**src/rtl/adc_ovfl_mon_pkg.sv**
```systemverilog
// Shared constants for the ADC overflow monitor.
// Firmware mirrors these defaults so both sides agree on the window length.
package adc_ovfl_mon_pkg;

    localparam int CTR_BITS_DEF = 16;
    localparam int CNT_BITS_DEF = 16;

endpackage

```
**src/rtl/adc_ovfl_mon_if.sv**
```systemverilog
// Sample/statistics bundle between the ADC front end, the host and the monitor.
interface adc_ovfl_mon_if
    import adc_ovfl_mon_pkg::*;
#(
    parameter int CNT_BITS = CNT_BITS_DEF
);

    logic                adc_ovfl;
    logic [CNT_BITS-1:0] cnt_mask;
    logic                clr_stats;
    logic                ovfl_pulse;
    logic                win_done;
    logic [CNT_BITS-1:0] win_cnt;
    logic [CNT_BITS-1:0] peak_cnt;
    logic [CNT_BITS-1:0] run_max;

    modport master (
        output adc_ovfl, cnt_mask, clr_stats,
        input  ovfl_pulse, win_done, win_cnt, peak_cnt, run_max
    );

    modport slave (
        input  adc_ovfl, cnt_mask, clr_stats,
        output ovfl_pulse, win_done, win_cnt, peak_cnt, run_max
    );

endinterface

```
**src/rtl/adc_ovfl_mon_sat_ctr.sv**
```systemverilog
// Saturating counter with increment and synchronous clear.
// cnt_inc is the saturated cnt+inc, which the register reloads unless cleared.
module adc_ovfl_mon_sat_ctr
    import adc_ovfl_mon_pkg::*;
#(
    parameter int W = CNT_BITS_DEF
) (
    input  logic         clk,
    input  logic         rst_n,
    input  logic         inc,
    input  logic         clr,
    output logic [W-1:0] cnt_inc
);

    logic [W-1:0] cnt;

    function automatic logic [W-1:0] sat_inc(input logic [W-1:0] v, input logic en);
        if (en && (v != '1)) begin
            return v + W'(1);
        end
        return v;
    endfunction

    assign cnt_inc = sat_inc(cnt, inc);

    always_ff @(posedge clk or negedge rst_n) begin
        if (!rst_n) begin
            cnt <= '0;
        end else if (clr) begin
            cnt <= '0;
        end else begin
            cnt <= cnt_inc;
        end
    end

endmodule

```
**src/rtl/adc_ovfl_mon.sv**
```systemverilog
// Windowed ADC overflow monitor: per-window overflow count, masked window-end
// pulse, and peak / longest-run statistics for host diagnostics.
module adc_ovfl_mon
    import adc_ovfl_mon_pkg::*;
#(
    parameter int CTR_BITS = CTR_BITS_DEF,
    parameter int CNT_BITS = CNT_BITS_DEF
) (
    input  logic           adc_clk,
    input  logic           rst_n,
    adc_ovfl_mon_if.slave  bus
);

    logic                ovfl_p0;
    logic [CTR_BITS-1:0] pos;
    logic                term;
    logic [CNT_BITS-1:0] acc_inc;
    logic [CNT_BITS-1:0] run_inc;
    logic [CNT_BITS-1:0] run_nxt;
    logic [CNT_BITS-1:0] peak_base;
    logic [CNT_BITS-1:0] run_max_base;
    logic [CNT_BITS-1:0] win_cnt_p1;
    logic [CNT_BITS-1:0] peak_p1;
    logic [CNT_BITS-1:0] run_max_p1;
    logic                ovfl_pulse_p1;
    logic                win_done_p1;

    function automatic logic [CNT_BITS-1:0] max_cnt(input logic [CNT_BITS-1:0] a,
                                                    input logic [CNT_BITS-1:0] b);
        return (a > b) ? a : b;
    endfunction

    // Stage 0: register the raw pin; everything downstream sees only ovfl_p0
    always_ff @(posedge adc_clk or negedge rst_n) begin
        if (!rst_n) begin
            ovfl_p0 <= 1'b0;
            pos     <= '0;
        end else begin
            ovfl_p0 <= bus.adc_ovfl;
            pos     <= pos + CTR_BITS'(1);
        end
    end

    // The all-ones position is the last sample of the window and still counts in it
    assign term = &pos;

    adc_ovfl_mon_sat_ctr #(.W(CNT_BITS)) u_acc (
        .clk     (adc_clk),
        .rst_n   (rst_n),
        .inc     (ovfl_p0),
        .clr     (term),
        .cnt_inc (acc_inc)
    );

    // Run length resets on any clean sample; it deliberately ignores window edges
    adc_ovfl_mon_sat_ctr #(.W(CNT_BITS)) u_run (
        .clk     (adc_clk),
        .rst_n   (rst_n),
        .inc     (ovfl_p0),
        .clr     (~ovfl_p0),
        .cnt_inc (run_inc)
    );

    assign run_nxt      = ovfl_p0 ? run_inc : '0;
    assign peak_base    = bus.clr_stats ? '0 : peak_p1;
    assign run_max_base = bus.clr_stats ? '0 : run_max_p1;

    // Stage 1: window-end results and statistics (clear first, then update)
    always_ff @(posedge adc_clk or negedge rst_n) begin
        if (!rst_n) begin
            win_cnt_p1    <= '0;
            peak_p1       <= '0;
            run_max_p1    <= '0;
            ovfl_pulse_p1 <= 1'b0;
            win_done_p1   <= 1'b0;
        end else begin
            win_done_p1   <= term;
            ovfl_pulse_p1 <= term && ((acc_inc & bus.cnt_mask) != '0);
            if (term) begin
                win_cnt_p1 <= acc_inc;
                peak_p1    <= max_cnt(peak_base, acc_inc);
            end else begin
                peak_p1    <= peak_base;
            end
            run_max_p1    <= max_cnt(run_max_base, run_nxt);
        end
    end

    assign bus.win_cnt    = win_cnt_p1;
    assign bus.peak_cnt   = peak_p1;
    assign bus.run_max    = run_max_p1;
    assign bus.ovfl_pulse = ovfl_pulse_p1;
    assign bus.win_done   = win_done_p1;

endmodule

```
**src/flat_wrapper.sv**
```systemverilog
// flat-port wrapper written by rule: the top's interface ports become plain ports
module adc_ovfl_mon_flat import adc_ovfl_mon_pkg::*;
#(
    parameter int CTR_BITS = CTR_BITS_DEF,
    parameter int CNT_BITS = CNT_BITS_DEF
)
  (adc_clk, rst_n, bus_adc_ovfl, bus_cnt_mask, bus_clr_stats, bus_ovfl_pulse, bus_win_done, bus_win_cnt, bus_peak_cnt, bus_run_max);
  adc_ovfl_mon_if #(.CNT_BITS(CNT_BITS)) bus_i ();
  input  logic adc_clk;
  input  logic rst_n;
  input wire logic [$bits(bus_i.adc_ovfl)-1:0] bus_adc_ovfl;
  input wire logic [$bits(bus_i.cnt_mask)-1:0] bus_cnt_mask;
  input wire logic [$bits(bus_i.clr_stats)-1:0] bus_clr_stats;
  output wire logic [$bits(bus_i.ovfl_pulse)-1:0] bus_ovfl_pulse;
  output wire logic [$bits(bus_i.win_done)-1:0] bus_win_done;
  output wire logic [$bits(bus_i.win_cnt)-1:0] bus_win_cnt;
  output wire logic [$bits(bus_i.peak_cnt)-1:0] bus_peak_cnt;
  output wire logic [$bits(bus_i.run_max)-1:0] bus_run_max;
  assign bus_i.adc_ovfl = bus_adc_ovfl;
  assign bus_i.cnt_mask = bus_cnt_mask;
  assign bus_i.clr_stats = bus_clr_stats;
  assign bus_ovfl_pulse = bus_i.ovfl_pulse;
  assign bus_win_done = bus_i.win_done;
  assign bus_win_cnt = bus_i.win_cnt;
  assign bus_peak_cnt = bus_i.peak_cnt;
  assign bus_run_max = bus_i.run_max;
  adc_ovfl_mon #(.CTR_BITS(CTR_BITS), .CNT_BITS(CNT_BITS)) u_core (.adc_clk(adc_clk), .rst_n(rst_n), .bus(bus_i));
endmodule
```
**config.mk**
```make
export PLATFORM = sky130hd
export DESIGN_NAME = adc_ovfl_mon_flat
export DESIGN_NICKNAME = d
export VERILOG_FILES = /design/src/rtl/adc_ovfl_mon_pkg.sv /design/src/rtl/adc_ovfl_mon_if.sv /design/src/rtl/adc_ovfl_mon_sat_ctr.sv /design/src/rtl/adc_ovfl_mon.sv /design/src/flat_wrapper.sv
export SDC_FILE = /design/constraint.sdc
export NUM_CORES = 1
export LEC_CHECK = 0
export CELL_PAD_IN_SITES_DETAIL_PLACEMENT = 1
export CELL_PAD_IN_SITES_GLOBAL_PLACEMENT = 2
export CORE_ASPECT_RATIO = 1.5
export CORE_MARGIN = 2
export CORE_UTILIZATION = 37
export CTS_CLUSTER_SIZE = 28
export DETAILED_ROUTE_END_ITERATION = 7
export DONT_BUFFER_PORTS = 1
export GPL_ROUTABILITY_DRIVEN = 0
export PLACE_DENSITY = 0.77
export SLEW_MARGIN = 20
export SYNTH_ARGS = -nofsm -noshare
export SYNTH_HDL_FRONTEND = slang
export SYNTH_SLANG_ARGS = --single-unit
```
**constraint.sdc**
```tcl
create_clock -name adc_clk -period 3.6 [get_ports adc_clk]
set_input_delay 0.72 -clock adc_clk [delete_from_list [all_inputs] [get_ports adc_clk]]
set_output_delay 0.72 -clock adc_clk [all_outputs]
set_load 0.01 [all_outputs]
```
==> run metrics, run 1 <==
fill count about 1700; I/O pins 70; gr usage total 20.4%; fin crit period 3.46 ns; CTS Root Cell clkbuf_16; CP Data Arrival Time 3.69 ns; Yosys warning total 0; # DRC 0; syn nets slightly above 600; Hold/Removal Path Class primary input to asynchronous set/reset pin; GR Util met2 41.0%; Final HPWL DP 12.0 mm; worst-margin pin slew between 0.5 and 0.6 ns; Worst-Skew Late Latency between 0.3 and 0.4 ns; number of port buffers 0; Num CTS Buffers 9; Final setup viols 0; met3 usage 3.75%; Worst Path Required 3.83 ns; Avg Cell Area, Syn 9.88 sq um; Fin. Hold Viols 0; Peak supply drop ~0.26 mV; Max-cap violations 0; Routed WL per cell 19.6 um; largest net degree at the start of global routing 100; number of synthesized flops with an enable pin 0; Reg2Reg Capture Point u_core.bus.run_max[13]; Leakage around 0.0034 uW; GRT overflow 0; CP Max Fanout 6; Core Box Area 0.0147 sq mm; status complete, no violations; Area Overhead vs Synth 19.6%; fin. max-slew vios 0; CTS H-tree depth 3; Final Power between 2000 and 3000 uW; PwrDens 446 mW/mm^2; Die Area 0.0161 sq mm; post-synthesis sequential area ratio 44.5%; post-synth cell types 54; Final Net Count 677; fin crit share a little over nine tenths; antenna diode count 0; R2R cell count 16; first-pass GRT wire length approximately 26 mm; Non-Filler Instances slightly above 800; R2R Setup Slk between 0.1 and 0.15 ns; Main synth FF type dfrtp_1; ANT nets after route 0; Max-slew headroom between 60% and 70%; Critical Path Sink Type flop; fraction of layout cells with a size suffix above 1 approximately 18%; async set-reset flop share out of synthesis 100%; met1 Use GR 20.2%; Placed Cells between 700 and 800; Routed WL 16.1 mm; Cell Area, Synth 0.00557 sq mm; initial antenna violation count 0; # clock sinks a little under 100; overall die height 154 um; f_max 289 MHz; Worst Skew ~0.012 ns; grt peak-use layer met2; Post-CTS Hold Fix Bufs 0; vias in the first global route 4724; Worst Path Class, Setup flop to flop; final setup TNS 0 ns; die width 104 um; Worst setup SP type flop; Initial Util 38.0%; Mapped Cells ~560; via count 4367; clk buf depth 2; clock slew at reported path FFs 0.08 ns; Vias/cell roughly 5.3; drt first pass iters 4; post-synthesis register bit count 99; CTS tree done; setup ws final 0.142 ns; Reg2Reg Launch Point u_core.u_run.cnt[1]; row count between 50 and 60; Starting DRT DRC Count slightly below 100; DP Worst Slack -0.0817 ns
## routing by layer
| layer | part of all wire [%] | wire length [um] |
|---|---|---|
| met1 | 36 | 5840 |
| met2 | 57 | 9180 |
| met3 | 3.5 | 561 |
| met4 | 3.4 | 543 |
| met5 | 0 | 0 |
## timing repair
item,4_1_cts,5_1_grt
endpoints found under the hold margin,0,0
gates cloned,0,1
setup endpoints to repair,6,32
setup buffers,1,16
pin swaps,2,9
resized for setup,3,20
## worst max-delay path by stage
stage	start	endpoint	slack [ns]	cells past startpoint
after floorplan	u_core.u_acc.cnt[1]	u_core.bus.peak_cnt[14]	0.04	13
after global placement	u_core.u_run.cnt[0]	u_core.bus.run_max[8]	0.06	14
after detailed placement	u_core.u_run.cnt[4]	u_core.bus.run_max[13]	-0.08	13
after CTS	u_core.u_run.cnt[0]	u_core.bus.run_max[13]	0.01	15
after global routing	u_core.u_run.cnt[1]	u_core.bus.run_max[13]	-0.06	16
final	u_core.u_run.cnt[1]	u_core.bus.run_max[13]	0.14	16
## layout make-up
| type | count | area (sq um) | area share (%) |
|---|---|---|---|
| clock buffer | 10 | 229 | 3.43 |
| clock inverter | 6 | 93.8 | 1.41 |
| inverter | 61 | 229 | 3.43 |
| multi-input combinational | 388 | 2880 | 43.1 |
| sequential | 99 | 2480 | 37.2 |
| tap | 196 | 245 | 3.68 |
| timing repair buffer | 64 | 514 | 7.71 |
## cells in the mapped netlist (2+ instances only)
cell type | n | share of area [%]
nand3_1 | 21 | 1.9
o211ai_1 | 3 | 0.40
clkbuf_1 | 12 | 0.81
mux2i_1 | 32 | 5.7
nor4bb_1 | 2 | 0.36
xnor2_1 | 18 | 2.8
nor2_1 | 29 | 2.0
nand2_1 | 50 | 3.4
nor4_1 | 7 | 0.79
a41oi_1 | 3 | 0.47
o221a_2 | 2 | 0.40
a211o_1 | 2 | 0.31
nand4_1 | 18 | 2.0
xor2_1 | 11 | 1.7
o21ai_1 | 3 | 0.27
nor2b_1 | 10 | 1.1
a211oi_1 | 5 | 0.67
o21a_1 | 3 | 0.40
mux2_2 | 10 | 2.0
and3_1 | 8 | 0.90
dfrtp_1 | 99 | 44
o22a_1 | 2 | 0.31
nor3_1 | 9 | 0.81
nand2b_1 | 29 | 3.3
o2111ai_1 | 2 | 0.31
o21ai_0 | 29 | 2.6
inv_1 | 60 | 4.0
and4_1 | 11 | 1.7
a31oi_1 | 5 | 0.56
a21oi_1 | 7 | 0.63
ha_1 | 34 | 7.6
a21o_1 | 5 | 0.67
o221ai_1 | 2 | 0.31
## cells in the final DEF, fill, tap and decap left out, types with 3 or more instances in the layout
cell / Yosys / routed
a211oi_1: 5 / 4
a21o_1: 5 / 5
a31oi_1: 5 / 5
mux2i_1: 32 / 30
nand3_1: 21 / 20
nand2_1: 50 / 50
nor4_1: 7 / 6
nand2b_1: 29 / 29
clkbuf_16: 0 / 10
a21oi_1: 7 / 6
a41oi_1: 3 / 3
nor2b_1: 10 / 9
and4_1: 11 / 10
inv_1: 60 / 60
ha_1: 34 / 32
xnor2_1: 18 / 17
o211ai_1: 3 / 3
o21ai_0: 29 / 26
xor2_1: 11 / 11
nand4_1: 18 / 18
and3_1: 8 / 8
dfrtp_1: 99 / 98
nor2_1: 29 / 29
buf_4: 0 / 61
mux2_2: 10 / 10
o21ai_1: 3 / 4
nor3_1: 9 / 7
o21a_1: 3 / 3
inv_6: 0 / 3
## cells by family (layout without fill, tap and decap cells)
group           after synthesis  in the layout  synth area share [%]
simple gates                202            202                  19.8
fa+ha+maj                    34             34                  7.63
xor+xnor                     29             29                  4.56
mux                          42             42                  7.77
compound gates               81             81                  10.2
buf+inv                      77            141                  5.64
flops                        99             99                  44.5
## sequential cells by signal (all words and copies together) (netlist names)
signal                 flops
u_core.bus.ovfl_pulse      1
u_core.bus.peak_cnt       16
u_core.bus.run_max        16
u_core.bus.win_cnt        16
u_core.bus.win_done        1
u_core.ovfl_p0             1
u_core.pos                16
u_core.u_acc.cnt          16
u_core.u_run.cnt          16
## power by group
part           internal [uW]  total [uW]  leakage, uW  switching [uW]
Clock                    618        1070     0.000154             454
Combinational            315         674      0.00192             359
Sequential              1160        1230      0.00135            69.9
Total                   2090        2970      0.00342             883
## stage by stage
stage | utilization, % | hold WS [ns] | cell area (sq um)
6_report | 45.5 | 0.0522 | 6670
5_1_grt | 45.5 | 0.0363 | 6670
4_1_cts | 44.0 | 0.0431 | 6450
3_5_place_dp | 41.6 | 0.427 | 6100
3_3_place_gp | 41.6 | 0.427 | 6100
2_1_floorplan | - | 0.424 | 5580
## critical path, stage by stage, from the launching register on
cell and delay (ns):
dfrtp_1 0.41, ha_2 0.21, nand2_1 0.11, nor4_4 0.06, buf_4 0.15, buf_4 0.14
buf_4 0.13, nor3_1 0.21, xor2_1 0.19, nand2_1 0.13, ha_1 0.35, a211o_1 0.28
o221ai_1 0.17, a31oi_1 0.08, o21ai_2 0.20, clkbuf_16 0.19, mux2_2 0.33
No activity file was read; power rests on OpenSTA's default activity.
==> inputs of run 2 (changes only) <==
--- a/config.mk
+++ b/config.mk
@@ -19,3 +19,4 @@
 export SYNTH_ARGS = -nofsm -noshare
 export SYNTH_HDL_FRONTEND = slang
 export SYNTH_SLANG_ARGS = --single-unit
+export TNS_END_PERCENT = 20
==> constraint.sdc (replaced) <==
create_clock -name adc_clk -period 3.6 [get_ports adc_clk]
set_input_delay 1.08 -clock adc_clk [delete_from_list [all_inputs] [get_ports adc_clk]]
set_output_delay 1.08 -clock adc_clk [all_outputs]
set_load 0.01 [all_outputs]
==> results of run 2 <==
Same layout as run 1 (identical final DEF). Status: complete, no violations.
Among the figures that moved: hold slack 0.0522 ns -> 0.412 ns
==> inputs of run 3 (changes only) <==
==> constraint.sdc (replaced) <==
create_clock -name adc_clk -period 3.1 [get_ports adc_clk]
set_input_delay 0.93 -clock adc_clk [delete_from_list [all_inputs] [get_ports adc_clk]]
set_output_delay 0.93 -clock adc_clk [all_outputs]
set_load 0.01 [all_outputs]
==> run 3 against run 2 <==
The flow now finishes with violations (setup timing); die area stayed put; final cell count increased by 8.6%; first-iteration DRC count rose by 36%; core utilization increased by 5.7 points; count of clock-buffer cells in the layout down 1; clock power increased by 20%; critical endpoint is now u_core.bus.run_max[2].
==> run metrics, run 3 (synthesis results as in run 1) <==
Peak supply drop 0.300 mV (+16%); ANT nets after route 0 (unchanged); RSZ-0062 raised after global routing true; drt first pass iters 5 (+1); vias in the first global route 5397 (+14%); Area Overhead vs Synth 34.6%; # DRC 0 (unchanged); gr usage total 22.8% (+2.4 points); most frequent cells in the layout 129 x buf_4, 98 x dfrtp_1, 59 x inv_1; failing checks setup timing; Core Box Area 0.0147 sq mm (unchanged); overall die height 154 um (unchanged); Routed WL 18.1 mm (+12%); Final setup viols 32 (+32); fin crit period 3.25 ns (-0.212 ns); DP Worst Slack -0.332 ns (-0.250 ns); Max-slew headroom 64.6% (+3.2 points); clock slew at reported path FFs 0.07 ns (about the same); Fin. Hold Viols 0 (unchanged); first-pass GRT wire length 28.7 mm (+12%); CP Max Fanout 5 (-1); worst-margin pin slew 0.517 ns (-0.0585 ns); post-route cell area 0.00750 sq mm (+12%); status finished, violations left; largest net degree at the start of global routing 100 (unchanged); Core Util, Final 51.1% (+5.7 points); Worst Skew 0.00731 ns (-0.00447 ns); Worst Path Required 3.33 ns (-0.50 ns); most common cell after layout, fill and taps aside buf_4; Leakage 0.00387 uW (+13%); GRT overflow 0 (unchanged); setup ws final -0.146 ns (-0.288 ns); Die Area 0.0161 sq mm (unchanged); fin. max-slew vios 0 (unchanged); I/O pins 70 (unchanged); Max-cap violations 0 (unchanged); PwrDens 495 mW/mm^2 (+11%); Worst Path Class, Setup flop to flop; CTS H-tree depth 3 (unchanged); clk buf depth 2 (unchanged); number of port buffers 0 (unchanged); Initial Util 38.0% (unchanged); DP Area 0.00661 sq mm (+8.3%); Vias/cell 5.41 (+2.0%); CP Data Arrival Time 3.48 ns (-0.21 ns); Final HPWL DP 12.9 mm (+7.5%); Post-CTS Hold Fix Bufs 0 (unchanged); f_max 308 MHz (+6.5%); Hold/Removal Path Class primary input to asynchronous set/reset pin; Routed WL per cell 20.2 um (+3.5%); # clock sinks 99 (unchanged); Starting DRT DRC Count 132 (+36%); R2R cell count 16 (unchanged); Worst-Skew Late Latency 0.35 ns (about the same); Min Hold Slack 0.270 ns; CTS Root Cell clkbuf_16; die width 104 um (unchanged); Num CTS Buffers 9 (unchanged); Critical Path Sink Type flop; Final Net Count 748 (+10%); initial antenna violation count 0 (unchanged); via count 4840 (+11%); fraction of layout cells with a size suffix above 1 31.9% (+13 points); row count 54 (unchanged); Worst setup SP type flop; antenna diode count 0 (unchanged); CTS tree done; fin crit share 105% (+8.7 points)
-- run 3: changes by cell type in the layout (fill, tap and decap cells not counted), sizes merged --
| cell | previous run | this run |
|---|---|---|
| buf | 63 | 135 |
| clkbuf | 11 | 9 |
| clkinv | 1 | 2 |
-- run 3: worst max-delay path, cell delays in order (launching register included) --
cell and delay, ns:
dfrtp_1 0.41, ha_4 0.16, nand2_1 0.08, nor4_4 0.37
nor4_4 0.07, buf_4 0.16, buf_4 0.15, a31oi_2 0.15
o21ai_2 0.08, ha_1 0.31, nand4_1 0.12, nor2_2 0.18
o221ai_1 0.14, a31oi_1 0.23, o21ai_2 0.10, buf_4 0.15
mux2_2 0.27
-- run 3: repair_timing --
action,4_1_cts,5_1_grt
pin swaps,22,19
setup buffers,21,12
gates resized for setup,31,32
setup endpoints to repair,32,33
-- run 3: final cells by class --
cell class | instances | area [sq um]
fillers | 1666 | 7160
clock inverters | 7 | 108
flip-flops and latches | 99 | 2480
well taps | 196 | 245
multi-input cells | 388 | 3150
inverters | 61 | 231
clock buffers | 9 | 225
repair buffers | 135 | 1060
-- run 3: path summary, 6_finish.rpt --
path                                     start                endpoint  slack, ns
max                        u_core.u_run.cnt[1]   u_core.bus.run_max[2]      -0.15
min                                      rst_n  u_core.bus.win_cnt[15]       0.27
max reg2reg                u_core.u_run.cnt[1]   u_core.bus.run_max[2]      -0.15
min reg2reg                      u_core.pos[5]           u_core.pos[5]       0.47
max in group asynchronous                rst_n    u_core.u_acc.cnt[14]       2.64
min in group adc_clk             u_core.pos[5]           u_core.pos[5]       0.47
-- run 3: metal layers --
layer	vias to the layer above	routed length, um	GRT usage (%)	part of all wire, %
met4	0	940	12.8	5.2
met5	-	0	0	0
met3	45	546	3.67	3.0
met2	118	10300	44.9	57
li1	2238	-	-	-
met1	2439	6330	22.2	35
-- run 3: stage by stage --
stage | setup TNS, ns | std cells | total power [uW]
floorplan | -1.31 | 564 | 1870
global placement | -5.09 | 846 | 2240
detailed placement | -7.17 | 846 | 2270
CTS | -3.54 | 883 | 3610
global route | -9.35 | 895 | 3890
finish | -3.89 | 895 | 3710
-- run 3: power breakdown --
part           switching (uW)  internal [uW]
logic                     515            492
registers                79.5           1350
clock network             552            724
total                    1150           2560
